`src/rtl/master_external_ctrl.sv`:
```
// -----------------------------------------------------------------------------
// master_external_ctrl
//
// Bus-master front end. A one-cycle `start` requests the bus from the arbiter.
// Once the grant is held for two consecutive edges, the block shifts a control
// frame out on `control`, MSB first. It then moves one serial data word to or
// from the addressed slave. Data bits are gated by the slave's `ready`. The
// result is held on `doneCom`/`dataOut` for a display period.
//
// Control frame (MSB first): START(1) | SLAVE_ID[2:0] | RW | BURST(0) | ADDRESS[12:0]
//
// Optional build macro: MASTER_CTRL_PARITY_EN
//   When it is defined, an even-parity bit is appended to the control frame,
//   making it 20 bits. One parity bit also follows the data word. For a read
//   the parity bit is checked, and a mismatch ends with doneCom=11. For a write
//   the parity bit is driven.
//   When it is undefined, the frame is 19 bits and there is no parity bit.
//
// Ports:
//   clk      in   system clock, rising edge
//   rstN     in   asynchronous active-low reset
//   start    in   one-cycle transaction request (honoured only in IDLE)
//   eoc      in   abort request (honoured in REQ/CTRL/XFER)
//   doneCom  out  status: 00 idle, 01 busy, 10 done, 11 aborted
//   dataOut  out  last word read (RW=0) or written (RW=1)
//   rD       in   serial read data from slave
//   ready    in   slave ready; data bits move only when high
//   control  out  serial control frame, idle low
//   wrD      out  serial write data to slave
//   valid    out  high while wrD carries write bits
//   arbCont  in   arbiter grant
//   arbSend  out  bus request to arbiter
// -----------------------------------------------------------------------------
module master_external_ctrl #(
    parameter int                    DATA_WIDTH     = 8,
    parameter int                    CLK_FREQ       = 5,
    parameter int                    CLOCK_DURATION = 1,
    parameter logic [2:0]            SLAVE_ID       = 3'd1,
    parameter logic [12:0]           ADDRESS        = 13'd0,
    parameter logic                  RW             = 1'b0,
    parameter logic [DATA_WIDTH-1:0] WRITE_DATA     = 8'hA5
) (
    input  logic                  clk,
    input  logic                  rstN,
    input  logic                  start,
    input  logic                  eoc,
    output logic [1:0]            doneCom,
    output logic [DATA_WIDTH-1:0] dataOut,
    input  logic                  rD,
    input  logic                  ready,
    output logic                  control,
    output logic                  wrD,
    output logic                  valid,
    input  logic                  arbCont,
    output logic                  arbSend
);

    localparam logic [18:0] FRAME_BASE = {1'b1, SLAVE_ID, RW, 1'b0, ADDRESS};

`ifdef MASTER_CTRL_PARITY_EN
    localparam int   PAR_BITS = 1;
    localparam logic PAR_EN   = 1'b1;
    localparam logic [19:0] FRAME = {FRAME_BASE, ^FRAME_BASE};
    localparam logic [DATA_WIDTH:0] WR_WORD = {WRITE_DATA, ^WRITE_DATA};
`else
    localparam int   PAR_BITS = 0;
    localparam logic PAR_EN   = 1'b0;
    localparam logic [18:0] FRAME = FRAME_BASE;
    localparam logic [DATA_WIDTH-1:0] WR_WORD = WRITE_DATA;
`endif

    localparam int FRAME_LEN = 19 + PAR_BITS;
    localparam int XFER_LEN  = DATA_WIDTH + PAR_BITS;
    localparam int HOLD_CYC  = (CLK_FREQ * CLOCK_DURATION > 0) ? CLK_FREQ * CLOCK_DURATION : 1;

    // One counter is shared by the CTRL, XFER and DONE phases, so it is sized
    // for the longest of the three.
    localparam int CNT_MAX = (FRAME_LEN > XFER_LEN)
                           ? ((FRAME_LEN > HOLD_CYC) ? FRAME_LEN : HOLD_CYC)
                           : ((XFER_LEN  > HOLD_CYC) ? XFER_LEN  : HOLD_CYC);
    localparam int CW = $clog2(CNT_MAX + 1);

    localparam logic [CW-1:0] FRAME_LAST = CW'(FRAME_LEN - 1);
    localparam logic [CW-1:0] XFER_LAST  = CW'(XFER_LEN - 1);
    localparam logic [CW-1:0] HOLD_LAST  = CW'(HOLD_CYC - 1);

    typedef enum logic [2:0] {
        IDLE,
        REQ,
        CTRL,
        XFER,
        DONE,
        ABORT
    } state_t;

    state_t                  state_q,  state_d;
    logic [CW-1:0]           cnt_q,    cnt_d;
    logic                    gnt_q,    gnt_d;     // one grant high already seen
    logic [FRAME_LEN-1:0]    frame_q,  frame_d;
    logic [XFER_LEN-1:0]     wr_q,     wr_d;
    logic [XFER_LEN-1:0]     rx_q,     rx_d;
    logic [DATA_WIDTH-1:0]   data_q,   data_d;
    logic                    err_q,    err_d;     // read parity mismatch

    // Receive word including the bit being accepted on this edge.
    logic [XFER_LEN-1:0]     rx_word;
    assign rx_word = {rx_q[XFER_LEN-2:0], rD};

    always_ff @(posedge clk or negedge rstN) begin
        if (!rstN) begin
            state_q <= IDLE;
            cnt_q   <= '0;
            gnt_q   <= 1'b0;
            frame_q <= '0;
            wr_q    <= '0;
            rx_q    <= '0;
            data_q  <= '0;
            err_q   <= 1'b0;
        end else begin
            state_q <= state_d;
            cnt_q   <= cnt_d;
            gnt_q   <= gnt_d;
            frame_q <= frame_d;
            wr_q    <= wr_d;
            rx_q    <= rx_d;
            data_q  <= data_d;
            err_q   <= err_d;
        end
    end

    always_comb begin
        state_d = state_q;
        cnt_d   = cnt_q;
        gnt_d   = gnt_q;
        frame_d = frame_q;
        wr_d    = wr_q;
        rx_d    = rx_q;
        data_d  = data_q;
        err_d   = err_q;

        case (state_q)
            IDLE: begin
                if (start) begin
                    state_d = REQ;
                    gnt_d   = 1'b0;
                    err_d   = 1'b0;
                end
            end

            REQ: begin
                if (eoc) begin
                    state_d = ABORT;
                    gnt_d   = 1'b0;
                end else if (arbCont) begin
                    if (gnt_q) begin
                        state_d = CTRL;
                        gnt_d   = 1'b0;
                        cnt_d   = '0;
                        frame_d = FRAME;
                    end else begin
                        gnt_d = 1'b1;
                    end
                end else begin
                    // A low grant breaks the consecutive run.
                    gnt_d = 1'b0;
                end
            end

            CTRL: begin
                // The frame is clocked out unconditionally; ready is not consulted.
                if (eoc) begin
                    state_d = ABORT;
                    cnt_d   = '0;
                end else begin
                    frame_d = frame_q << 1;
                    if (cnt_q == FRAME_LAST) begin
                        state_d = XFER;
                        cnt_d   = '0;
                        wr_d    = WR_WORD;
                    end else begin
                        cnt_d = cnt_q + CW'(1);
                    end
                end
            end

            XFER: begin
                if (eoc) begin
                    state_d = ABORT;
                    cnt_d   = '0;
                end else if (ready) begin
                    rx_d = rx_word;
                    wr_d = wr_q << 1;
                    if (cnt_q == XFER_LAST) begin
                        state_d = DONE;
                        cnt_d   = '0;
                        data_d  = RW ? WRITE_DATA : rx_word[XFER_LEN-1 -: DATA_WIDTH];
                        // Even parity: the XOR over data and parity bit must be 0.
                        err_d   = PAR_EN & ~RW & (^rx_word);
                    end else begin
                        cnt_d = cnt_q + CW'(1);
                    end
                end
            end

            DONE: begin
                if (cnt_q == HOLD_LAST) begin
                    state_d = IDLE;
                    cnt_d   = '0;
                end else begin
                    cnt_d = cnt_q + CW'(1);
                end
            end

            ABORT: begin
                state_d = IDLE;
                cnt_d   = '0;
                gnt_d   = 1'b0;
            end

            default: begin
                state_d = IDLE;
                cnt_d   = '0;
                gnt_d   = 1'b0;
            end
        endcase
    end

    always_comb begin
        doneCom = 2'b00;
        arbSend = 1'b0;
        control = 1'b0;
        valid   = 1'b0;
        wrD     = 1'b0;

        case (state_q)
            REQ: begin
                doneCom = 2'b01;
                arbSend = 1'b1;
            end
            CTRL: begin
                doneCom = 2'b01;
                arbSend = 1'b1;
                control = frame_q[FRAME_LEN-1];
            end
            XFER: begin
                doneCom = 2'b01;
                arbSend = 1'b1;
                valid   = RW;
                wrD     = RW & wr_q[XFER_LEN-1];
            end
            DONE:    doneCom = err_q ? 2'b11 : 2'b10;
            ABORT:   doneCom = 2'b11;
            default: doneCom = 2'b00;
        endcase
    end

    assign dataOut = data_q;

endmodule

```
`config.mk`:
```
export PLATFORM = sky130hd
export DESIGN_NAME = master_external_ctrl
export DESIGN_NICKNAME = d
export VERILOG_FILES = /design/src/rtl/master_external_ctrl.sv
export SDC_FILE = /design/constraint.sdc
export NUM_CORES = 1
export LEC_CHECK = 0
export BUFFER_PORTS_ARGS = -buffer_cell sky130_fd_sc_hd__clkbuf_2
export CORE_MARGIN = 8
export CORE_UTILIZATION = 63
export CTS_BUF_LIST = sky130_fd_sc_hd__clkbuf_4 sky130_fd_sc_hd__clkbuf_8
export CTS_CLUSTER_SIZE = 20
export DETAILED_ROUTE_END_ITERATION = 16
export GPL_TIMING_DRIVEN = 0
export PLACE_DENSITY = 0.86
export SYNTH_ARGS = -nofsm -noshare
export SYNTH_HDL_FRONTEND = slang
export SYNTH_SLANG_ARGS = --single-unit
export TNS_END_PERCENT = 30
```
`constraint.sdc`:
```
create_clock -name clk -period 3.9 [get_ports clk]
set_clock_uncertainty 0.2 [all_clocks]
set_input_delay 0.78 -clock clk [delete_from_list [all_inputs] [get_ports clk]]
set_output_delay 0.78 -clock clk [all_outputs]
set_load 0.02 [all_outputs]
```
==> results of run 1 <==
## layout make-up
cell class	count	area, µm²
multi-input cells	92	790
flip-flops and latches	28	701
fillers	188	671
repair buffers	18	90.1
plain buffers	8	57.6
well taps	30	37.5
inverters	9	33.8
clock inverters	1	30.0
clock buffers	3	22.5
## through the flow
step	setup WS, ns	instances
2_1_floorplan	1.65	137
3_3_place_gp	1.53	185
3_5_place_dp	1.49	185
4_1_cts	1.28	189
5_1_grt	1.21	189
6_report	1.30	189
## path summary, 6_finish.rpt
kind | end | slack (ns) | depth (start not counted)
setup reg to reg | state_q[1] | 1.82 | 5
hold reg to reg | frame_q[17] | 0.32 | 2
setup / recovery | control | 1.30 | 5
min in group clk | frame_q[17] | 0.32 | 2
hold / removal | dataOut[7] | 0.23 | 1
max in group asynchronous | state_q[0] | 2.82 | 1
## routing by layer
metal | vias up | part of all wire [%]
met4 | 0 | 1.5
li1 | 540 | -
met2 | 21 | 50
met3 | 7 | 3.7
met1 | 561 | 45
met5 | - | 0
## placed cells by master (no fill, tap or decap), types with 2 or more instances in the layout
cell / netlist / final
nor2_1: 6 / 6
a311o_1: 2 / 2
a2111oi_2: 2 / 2
nand4bb_1: 3 / 3
buf_2: 4 / 4
nand2b_1: 2 / 2
nand3_1: 2 / 2
clkbuf_4: 0 / 3
buf_4: 2 / 2
and2_1: 3 / 3
mux2_2: 7 / 7
dfrtp_1: 28 / 28
nand2_1: 12 / 12
conb_1: 1 / 2
clkbuf_2: 0 / 18
a21oi_1: 5 / 5
buf_6: 2 / 2
inv_1: 9 / 9
o21ai_0: 4 / 4
mux2_4: 8 / 8
a41oi_1: 2 / 2
ha_1: 3 / 3
## sequential cells by signal, indices dropped and copies added, names as in the netlist
name / cells
rx_q: 7
cnt_q: 5
gnt_q: 1
frame_q: 4
dataOut: 8
state_q: 3
## where the power goes
group / internal [mW] / leakage [nW] / switching (mW)
clock network: 0.104 / 0.0279 / 0.0941
logic: 0.116 / 0.417 / 0.193
registers: 0.330 / 0.376 / 0.0290
## critical path, stage by stage (launching register included)
cell	delay, ns
dfrtp_1	0.35
buf_2	0.19
buf_2	0.24
nand2b_1	0.09
nor3b_1	0.19
clkbuf_2	0.20
## kinds of logic after synthesis
logic type,after synthesis
buffers and inverters,17
adder cells (fa/ha/maj),4
AND/OR/NAND/NOR,42
AO/OA/AOI/OAI,29
flip-flops,28
other,1
multiplexers,15
==> reports/metrics.yaml, run 1 <==
clocking:
  cts_setup_buffers: 0
  cts_buffer_depth: 2
  cts_resized: 0
  clk_pin_slew_ns: 0.17
  cts_made_buffers: 3
  cts.sink_count: 28
  insertion_delay_ns: 0.36
  htree_levels: 1
  hold_buffers: 0
  clockRootBuffer: "clkbuf_4"
  cts_tree: "yes"
yosys:
  synth_top_family_by_area: "simple AND/OR/NAND/NOR gates"
  async_reset_ff_share_pct: 100
  ys_ff_latch: 28
  synth-edff-count: 0
  avgSynthCellArea_um2: 11.6
  synth-main-ff-cell: "dfrtp_1"
  synth-simple-area-share_pct: 18.2
  yosys.area.top_type: "dfrtp_1"
  syn-cell-area_um2: 1580
  yosysSeqAreaShare_pct: 44.4
  synthMuxAreaShare_pct: 12.6
  synth_adder_area_share_pct: 3.01
  yosys_warnings: 0
  synth_cells: 136
  synthDistinctLibCells: 49
  netlist.area_leader.share_pct: 44.4
  synth_compound_area_share_pct: 15.8
  synthTopCellsByArea: "dfrtp_1 44%, mux2_4 7.6%, mux2_2 5.0%"
  synth_xor_area_share_pct: 0
  synthTopCellsByCount: "28 x dfrtp_1, 12 x nand2_1, 9 x inv_1"
  synth_most_common_cell: "dfrtp_1"
timing:
  maxSlewViolCount: 0
  finalCritPeriodShare_pct: 66.6
  hold_slack_ns: 0.230
  finalSetupViolations: 0
  period_minus_slack_ns: 2.60
  max_freq_mhz: 385
  setup_tns_ns: 0
  final-hold-violation-count: 0
  rsz0062_at_grt: "false"
  relSlewSlack_pct: 54.1
  worstMarginPinSlew_ns: 0.689
cells_and_area:
  n_antenna_cell: 0
  area_delta_synth_final_pct: 11.7
  final_area_um2: 1760
  nNetsFinal: 170
  drive_gt1_share_pct: 34.6
  utilization_pct: 72.4
power:
  ir_drop_mv: 0.453
  leakagePower_nw: 0.821
  power_mw: 0.866
  power_density_nw_per_um2: 492
global_route:
  grt_pass1_vias: 1182
  use_met1_pct: 17.6
  antenna_found_initial: 0
  met3_usage_pct: 2.20
  grt_max_degree: 29
  grt_pass1_wl_um: 5180
  grt-ovfl-total: 0
  grt_most_used_layer: "met2"
  grt_use_met2_pct: 26.2
  track_usage_pct: 14.8
floorplan:
  start_util_pct: 64.9
  dieHeight_um: 66.0
  pin_count: 21
  die_area_um2: 4360
  rows: 18
  fp.dieW_um: 66.0
  core_um2: 2430
job:
  drv_cap: 0
detailed_routing:
  ant_nets: 0
  finalWirelength_um: 3130
  dr.first_iter.drc_count: 37
  routedWlPerCell_um: 16.6
  drt-pass1-iter-count: 5
  post-route-drc-count: 0
  vias_per_cell: 5.97
  vias: 1129
run_status:
  outcome: "finished clean"
critical_path:
  cp-end-kind: "output pin"
  required_ns: 2.92
  path_class: "reg -> out"
  arrival_ns: 1.62
  cp_max_fo: 10
  setup.worst_path.start_class: "flop"
  crit_start: "state_q[1]"
  reg2reg_from: "cnt_q[1]"
place:
  io_buffers: 18
  place_congestion: 0.891
  dpl.hpwl_um: 2310
  placed_cell_area_um2: 1710
hold_path:
  min_path_type: "in -> async"
Note: power is estimated with default switching activity, not from simulation.
==> inputs of run 2 (changes only) <==
- CORE_UTILIZATION: 63 -> 53
- PLACE_DENSITY: 0.86 -> 0.77
- clock period: 3.9 -> 2.31 ns (I/O delays scaled with it)
==> run 2 against run 1 <==
Net effect:
- register-to-register slack worse by 1.7 ns
- combinational power up 69%
- global-route usage down 2.1 points
- flip-flop and latch count unchanged
- first-iteration DRC count up 16%
- total power up 67%
- clock power up 64%
- non-clock buffer count unchanged
==> reports/metrics.yaml, run 2 (synthesis results as in run 1) <==
timing:
  maxSlewViolCount: 0
  finalCritPeriodShare_pct: 95.4
  worstMarginPinSlew_ns: 0.682
  rsz0062_at_grt: "false"
  relSlewSlack_pct: 54.5
  hold_slack_ns: 0.172
  finalSetupViolations: 0
  max_freq_mhz: 454
  final-hold-violation-count: 0
  period_minus_slack_ns: 2.20
  setup_tns_ns: 0
cells_and_area:
  multiInputGateArea_um2: 790
  area_delta_synth_final_pct: 12.4
  final_area_um2: 1770
  largest_reg_flops: 8
  final_cells: 192
  n_antenna_cell: 0
  final-seq-area_um2: 701
  drive_gt1_share_pct: 34.0
  final_cell_mix: "28 x dfrtp_1, 18 x clkbuf_2, 12 x nand2_1"
  layout_commonest_cell: "dfrtp_1"
  nNetsFinal: 170
  nFillCells: 234
place:
  place_congestion: 0.959
  dpl.hpwl_um: 2280
  placed_cell_area_um2: 1710
  post-place-cells: 188
  io_buffers: 18
power:
  power_mw: 1.45
  leakagePower_nw: 0.819
  ir_drop_mv: 0.391
  power_density_nw_per_um2: 817
critical_path:
  crit_chain: "ha_1, nand4bb_1, and4_1, a2111oi_0, o22ai_1"
  critical_path.max_stage_delay_ns: 0.55
  setup.worst_path.start_class: "flop"
  cp_max_fo: 5
  required_ns: 2.31
  cp-end-kind: "flop"
  ff2ff_setup_slack_ns: 0.11
  crit_slowest_cell: "a2111oi_0"
  arrival_ns: 2.20
  path_class: "reg -> reg"
detailed_routing:
  finalWirelength_um: 3000
  vias_per_cell: 5.90
  routedWlPerCell_um: 15.6
  vias: 1133
  dr.first_iter.drc_count: 43
  ant_nets: 0
  drt-pass1-iter-count: 4
  post-route-drc-count: 0
clocking:
  insertion_delay_ns: 0.33
  clk_pin_slew_ns: 0.15
  cts_made_buffers: 3
  cts.sink_count: 28
  cts_buffer_depth: 2
  cts_tree: "yes"
  htree_levels: 1
  cts_setup_buffers: 0
  clockRootBuffer: "clkbuf_4"
global_route:
  track_usage_pct: 12.8
  grt_max_degree: 29
  grt-ovfl-total: 0
  grt_pass1_wl_um: 5310
  antenna_found_initial: 0
  grt_pass1_vias: 1200
floorplan:
  start_util_pct: 53.4
  core_um2: 2950
  dieHeight_um: 70.6
  rows: 20
  die_area_um2: 4980
  pin_count: 21
  fp.dieW_um: 70.6
hold_path:
  min_path_type: "in -> reg"
run_status:
  outcome: "finished clean"
job:
  drv_cap: 0
==> run 2: path summary, 6_finish.rpt <==
path                             start          end  cells after the start
setup / recovery              cnt_q[1]   state_q[1]                      5
hold / removal                      rD   dataOut[0]                      2
setup reg to reg              cnt_q[1]   state_q[1]                      5
hold reg to reg            frame_q[15]  frame_q[15]                      2
max in group asynchronous         rstN        gnt_q                      2
min in group asynchronous         rstN   dataOut[7]                      2
==> run 2: worst max-delay path, delay by kind of cell (launching register included) <==
family / cells / cell delay, ns
AOI/OAI and AO/OA: 2 / 0.72
DFF: 1 / 0.45
and+or+nand+nor: 2 / 0.48
adders and majority gates: 1 / 0.21
==> run 2: cell type report <==
| cell class | instances | share of cell area [%] |
|---|---|---|
| Multi-Input combinational cell | 92 | 44.5 |
| Sequential cell | 28 | 39.5 |
| Timing Repair Buffer | 19 | 5.65 |
| Buffer | 7 | 3.11 |
| Tap cell | 33 | 2.33 |
| Inverter | 9 | 1.91 |
| Clock inverter | 1 | 1.69 |
| Clock buffer | 3 | 1.27 |
==> run 2: power by group <==
| group | total, mW | switching (mW) | internal (mW) |
|---|---|---|---|
| sequential | 0.604 | 0.0472 | 0.557 |
| combinational | 0.521 | 0.324 | 0.196 |
| clock | 0.324 | 0.148 | 0.176 |
==> run 2: per-layer routing <==
metal / share of wire [%] / up-vias / track usage [%]
li1: - / 540 / -
met4: 0.83 / 0 / 3.23
met1: 42 / 559 / 14.5
met2: 51 / 30 / 22.8
met5: 0 / - / 0
met3: 6.0 / 4 / 3.67
==> run 2: timing repair <==
item	4_1_cts	5_1_grt
resized for setup	0	1
hold endpoints to repair	28	0
hold buffers	1	0
setup endpoints to repair	1	1
==> run 2: metrics by stage <==
| step | worst slack [ns] | util (%) |
|---|---|---|
| 2_1_floorplan | 0.382 | - |
| 3_3_place_gp | 0.202 | 58.0 |
| 3_5_place_dp | 0.116 | 58.0 |
| 4_1_cts | 0.0850 | 60.0 |
| 5_1_grt | 0.0285 | 60.0 |
| 6_report | 0.107 | 60.0 |
